## src/rtl/pipeline_hazard_ctrl.sv

```systemverilog
// Hazard controller for a multi-issue in-order pipeline.
// Detects load-use hazards between ID and EX slots, applies branch flushes and
// holds the pipe while a MEM-stage data access is outstanding. Control outputs
// are Mealy (same-cycle); the FSM state and bubble counter are registered.
// Optional feature: define HAZARD_PERF_EN to build the saturating stall/flush
// performance counters; otherwise both counter outputs are tied to zero.

`ifndef ISSUE_WIDTH
`define ISSUE_WIDTH 2
`endif

module pipeline_hazard_ctrl #(
  parameter int unsigned ISSUE_WIDTH = `ISSUE_WIDTH,
  // Bubble cycles inserted per load-use hazard, 1..7.
  parameter int unsigned LU_BUBBLES  = 1
) (
  input  logic                        clock,
  input  logic                        reset_n,
  input  logic [ISSUE_WIDTH-1:0]      id_valid,
  input  logic [ISSUE_WIDTH-1:0]      id_uses_rs1,
  input  logic [ISSUE_WIDTH-1:0]      id_uses_rs2,
  input  logic [ISSUE_WIDTH-1:0][4:0] id_rs1,
  input  logic [ISSUE_WIDTH-1:0][4:0] id_rs2,
  input  logic [ISSUE_WIDTH-1:0]      ex_valid,
  input  logic [ISSUE_WIDTH-1:0]      ex_rd_mem,
  input  logic [ISSUE_WIDTH-1:0][4:0] ex_dest,
  input  logic                        ex_take_branch,
  input  logic                        mem_req,
  input  logic                        mem_ack,
  output logic                        stall_pc,
  output logic                        stall_ifid,
  output logic                        stall_exmem,
  output logic                        bubble_idex,
  output logic                        flush_ifid,
  output logic                        flush_idex,
  output logic [31:0]                 stall_cycles,
  output logic [31:0]                 flush_count
);

  typedef enum logic [1:0] {
    Run     = 2'd0,
    LuStall = 2'd1,
    MemWait = 2'd2
  } state_e;

  // Control vector order: {stall_pc, stall_ifid, stall_exmem, bubble_idex, flush_ifid, flush_idex}
  localparam logic [5:0] CtlNone     = 6'b000000;
  localparam logic [5:0] CtlMemStall = 6'b111000;
  localparam logic [5:0] CtlLuStall  = 6'b110100;
  localparam logic [5:0] CtlFlush    = 6'b000011;

  // Counter value loaded on hazard entry; the entry cycle itself is the first bubble.
  localparam logic [2:0] LuReload = 3'(LU_BUBBLES - 1);

  state_e     state_q, state_d;
  logic [2:0] cnt_q, cnt_d;
  logic       lu_hit;
  logic       mem_wait;
  logic [5:0] run_ctl;
  state_e     run_state;
  logic [2:0] run_cnt;
  logic [5:0] ctl;

  assign mem_wait = mem_req & ~mem_ack;

  // Load-use hit: any valid ID slot reading the non-zero destination of a load in any EX slot.
  always_comb begin
    lu_hit = 1'b0;
    for (int unsigned i = 0; i < ISSUE_WIDTH; i++) begin
      for (int unsigned j = 0; j < ISSUE_WIDTH; j++) begin
        if (id_valid[i] && ex_valid[j] && ex_rd_mem[j] && (ex_dest[j] != 5'd0)) begin
          if ((id_uses_rs1[i] && (id_rs1[i] == ex_dest[j])) ||
              (id_uses_rs2[i] && (id_rs2[i] == ex_dest[j]))) begin
            lu_hit = 1'b1;
          end
        end
      end
    end
  end

  // RUN-state decision, shared by RUN and by the MEM_WAIT exit cycle.
  always_comb begin
    run_ctl   = CtlNone;
    run_state = Run;
    run_cnt   = 3'd0;
    if (mem_wait) begin
      run_ctl   = CtlMemStall;
      run_state = MemWait;
    end else if (ex_take_branch) begin
      run_ctl = CtlFlush;
    end else if (lu_hit) begin
      run_ctl = CtlLuStall;
      if (LU_BUBBLES > 1) begin
        run_state = LuStall;
        run_cnt   = LuReload;
      end
    end
  end

  // Next-state and Mealy control outputs.
  always_comb begin
    state_d = state_q;
    cnt_d   = cnt_q;
    ctl     = CtlNone;
    unique case (state_q)
      Run: begin
        ctl     = run_ctl;
        state_d = run_state;
        cnt_d   = run_cnt;
      end
      LuStall: begin
        if (mem_wait) begin
          // Older access still busy in MEM: freeze the bubble count until it completes.
          ctl = CtlLuStall | CtlMemStall;
        end else if (ex_take_branch) begin
          // EX should hold a bubble here; honour a branch anyway and drop the stall.
          ctl     = CtlFlush;
          state_d = Run;
          cnt_d   = 3'd0;
        end else begin
          ctl = CtlLuStall;
          if (cnt_q <= 3'd1) begin
            state_d = Run;
            cnt_d   = 3'd0;
          end else begin
            cnt_d = cnt_q - 3'd1;
          end
        end
      end
      MemWait: begin
        if (mem_ack) begin
          // Stage contents were held, so re-evaluating them now loses no event.
          ctl     = run_ctl;
          state_d = run_state;
          cnt_d   = run_cnt;
        end else begin
          ctl = CtlMemStall;
        end
      end
      default: begin
        state_d = Run;
        cnt_d   = 3'd0;
      end
    endcase
  end

  // State and bubble counter registers.
  always_ff @(posedge clock or negedge reset_n) begin
    if (!reset_n) begin
      state_q <= Run;
      cnt_q   <= 3'd0;
    end else begin
      state_q <= state_d;
      cnt_q   <= cnt_d;
    end
  end

  // Outputs are forced low for as long as reset is held.
  assign {stall_pc, stall_ifid, stall_exmem, bubble_idex, flush_ifid, flush_idex} =
      ctl & {6{reset_n}};

`ifdef HAZARD_PERF_EN
  logic [31:0] stall_cycles_q;
  logic [31:0] flush_count_q;

  // Saturating performance counters for stall and flush cycles.
  always_ff @(posedge clock or negedge reset_n) begin
    if (!reset_n) begin
      stall_cycles_q <= 32'd0;
      flush_count_q  <= 32'd0;
    end else begin
      if (stall_pc && (stall_cycles_q != 32'hFFFF_FFFF)) begin
        stall_cycles_q <= stall_cycles_q + 32'd1;
      end
      if (flush_ifid && (flush_count_q != 32'hFFFF_FFFF)) begin
        flush_count_q <= flush_count_q + 32'd1;
      end
    end
  end

  assign stall_cycles = stall_cycles_q;
  assign flush_count  = flush_count_q;
`else
  assign stall_cycles = 32'd0;
  assign flush_count  = 32'd0;
`endif

endmodule

```

## config.mk

```make
export PLATFORM = sky130hd
export DESIGN_NAME = pipeline_hazard_ctrl
export DESIGN_NICKNAME = d
export VERILOG_FILES = /design/src/rtl/pipeline_hazard_ctrl.sv
export SDC_FILE = /design/constraint.sdc
export NUM_CORES = 1
export LEC_CHECK = 0
export ABC_AREA = 1
export CAP_MARGIN = 20
export CORE_MARGIN = 4
export CORE_UTILIZATION = 36
export CTS_BUF_LIST = sky130_fd_sc_hd__clkbuf_8
export DETAILED_ROUTE_END_ITERATION = 8
export PLACE_DENSITY = 0.95
export SETUP_SLACK_MARGIN = 0.4
export SLEW_MARGIN = 30
export SYNTH_ARGS = -nofsm -noshare
export SYNTH_HDL_FRONTEND = slang
export SYNTH_SLANG_ARGS = --single-unit
```

## constraint.sdc

```tcl
create_clock -name clock -period 3.7 [get_ports clock]
set_input_delay 0.925 -clock clock [delete_from_list [all_inputs] [get_ports clock]]
set_output_delay 0.925 -clock clock [all_outputs]
set_load 0.1 [all_outputs]
```

==> metrics <==
Critical Path RT roughly 2.8 ns; area of the multi-input gates 969.7 um^2; Sw Ratio 0.8291; Clock Power Share 0; worst r2r src state_q[1]$_DFFE_PN0P_; sequential share of power 0.026; Pint ~0.000078 W; DP Area between 1500 and 2000 um^2; Mapped Cells 280; fraction of layout cells with a size suffix above 1 0.1227; row count 22; Pre-Repair DR Iteration Count 4; max reg flops 1; post-route ant nets 0; met3 Use GR 0.01439; Yosys cell types 14; Buffers on Ports 50; Core Util, Final 0.4593; GR Overflow Total 0; Remaining DRCs 0; Largest Register state_q; nets about 370; leading registers by flop count state_q x1; initial antenna violation count 0; P&R area growth vs syn 22.87%; Worst-Skew Late Latency 0 ns; min Tclk post-route approximately 3.2 ns; routing usage on met1 0.1738; Avg Inst Size Synth just under 5 um^2; Starting Density 0.3738; Worst-path clk slew 0 ns; Critical Path Start Type primary input; first-pass GRT wire length between 5000 and 6000 um; pin count of the biggest net entering global routing 9; ANT cells 0; pins over their slew limit 0; GPL Wtd Cong roughly 0.97; GR Util All Layers 0.1339; Setup Viol. Count Final 0; setup TNS 0 ns; Final Instance Area around 1700 um^2; kind of critical path primary input to primary output; drt initial violations between 100 and 150; Routed WL 3794 um; CP max FO 3; Max-cap violations 0; # Post-CTS Setup Buffers 0; NetSw ~0.00038 W; unrepaired setup endpoints after global routing false; via count of the first global-routing pass 1297; sequential area share after synthesis 0.01815; Period Utilization, post-route 0.8653; Worst Skew 0 ns; Hold Crit Class flip-flop to flip-flop; Chip Height 69.89 um; register bit total from synthesis 1; post-DR wirelength/cell roughly 10 um; Vias/cell 4.086; critical path arrival 2.28 ns; HPWL after DPL 3392 um; die area between 4000 and 5000 um^2; FILL cells 422; status complete, no violations; YS warnings 0; Achievable Freq approximately 310 MHz; Die Wd 69.89 um; most frequent cells in the layout nand2_1, conb_1, nor2_1, inv_1, dlygate4sd2_1; Reg area around 25 um^2; Pleak 1.130 nW; Vias ~1500; CP Capture Type primary output; Synth Cell Area 1379 um^2; # IOs between 100 and 150; met2 usage 0.2445; Logic pwr share 0.974; Worst IR Drop VDD 0.1425 mV; Core ar. roughly 3700 um^2; worst hold start state_q[1]$_DFFE_PN0P_; critical path launch point id_rs1[9]; power density over cell area ~270 nW/um^2; GRT busiest layer met2; commonest non-fill, non-tap cell in the layout nand2_1; Hold Vio Cnt, Final 0; Fin Hold WS 0.6174 ns
-- repair_timing --
item	in CTS	in global routing
endpoints found under the setup margin	3	3
hold buffers	0	0
pin swaps	16	5
gates resized for setup	38	26
-- logic make-up (layout without fill, tap and decap cells) --
logic type / Yosys count / count (layout) / share of synthesized area
buffers and inverters: 105 / 88 / 0.4710
other: 1 / 64 / 0.002720
AND/OR/NAND/NOR: 166 / 166 / 0.4800
AO/OA/AOI/OAI: 7 / 7 / 0.02813
flip-flops: 1 / 1 / 0.01815
-- layout make-up --
| class | count | area share |
|---|---|---|
| Multi-Input combinational cell | 237 | 0.5724 |
| Timing Repair Buffer | 51 | 0.2954 |
| Inverter | 37 | 0.08198 |
| Tap cell | 48 | 0.03545 |
| Sequential cell | 1 | 0.01477 |
-- synth_stat cells --
master | count | area share
dfrtp_1 | 1 | 0.018
nand4_1 | 6 | 0.027
nor2_1 | 36 | 0.098
nor3_2 | 1 | 0.0073
inv_2 | 8 | 0.022
o21ai_0 | 4 | 0.015
o21ai_1 | 2 | 0.0073
inv_1 | 29 | 0.079
o21ai_2 | 1 | 0.0064
buf_4 | 68 | 0.37
nor2_2 | 3 | 0.014
nand3_1 | 8 | 0.029
conb_1 | 1 | 0.0027
nand2_1 | 112 | 0.30
-- worst paths after layout --
kind | to | slack (ns) | cells after the start
max | stall_ifid | 0.50 | 12
min | state_q[1]$_DFFE_PN0P_ | 0.62 | 3
max reg2reg | state_q[1]$_DFFE_PN0P_ | 2.96 | 3
min reg2reg | state_q[1]$_DFFE_PN0P_ | 0.62 | 3
max in group asynchronous | state_q[1]$_DFFE_PN0P_ | 2.42 | 1
min in group asynchronous | state_q[1]$_DFFE_PN0P_ | 1.13 | 1
-- per-stage QoR --
step,std cells,total power (W),setup WS (ns)
finish,374,0.0004580,0.4982
global route,374,0.0004765,0.4032
CTS,374,0.0004566,0.4344
detailed placement,374,0.0004672,0.1389
global placement,374,0.0004651,0.1741
floorplan,343,0.0004378,0.3950
-- power groups by stage --
stage | Sequential, W | Clock [W] | Combinational, W
after CTS | 0.0000122 | 0 | 0.000444
after global placement | 0.0000120 | 0 | 0.000453
after global routing | 0.0000122 | 0 | 0.000464
after detailed placement | 0.0000122 | 0 | 0.000455
after floorplan | 0.0000120 | 0 | 0.000426
final | 0.0000121 | 0 | 0.000446
-- critical path, stage by stage --
cell	delay, ns
dlygate4sd2_1	0.25
inv_1	0.07
nand2_1	0.06
nand2_1	0.07
nor2_2	0.09
nand3_1	0.07
nand2_1	0.10
nand2_1	0.07
nand2_2	0.09
nor2_4	0.06
o21ai_4	0.21
buf_12	0.20
-- metal layers --
layer	vias up	wire (um)	part of all wire
met4	0	37	0.0098
met2	76	1909	0.50
met5	-	0	0
li1	792	-	-
met3	4	371	0.098
met1	656	1475	0.39
(Power assumes the default switching activity.)
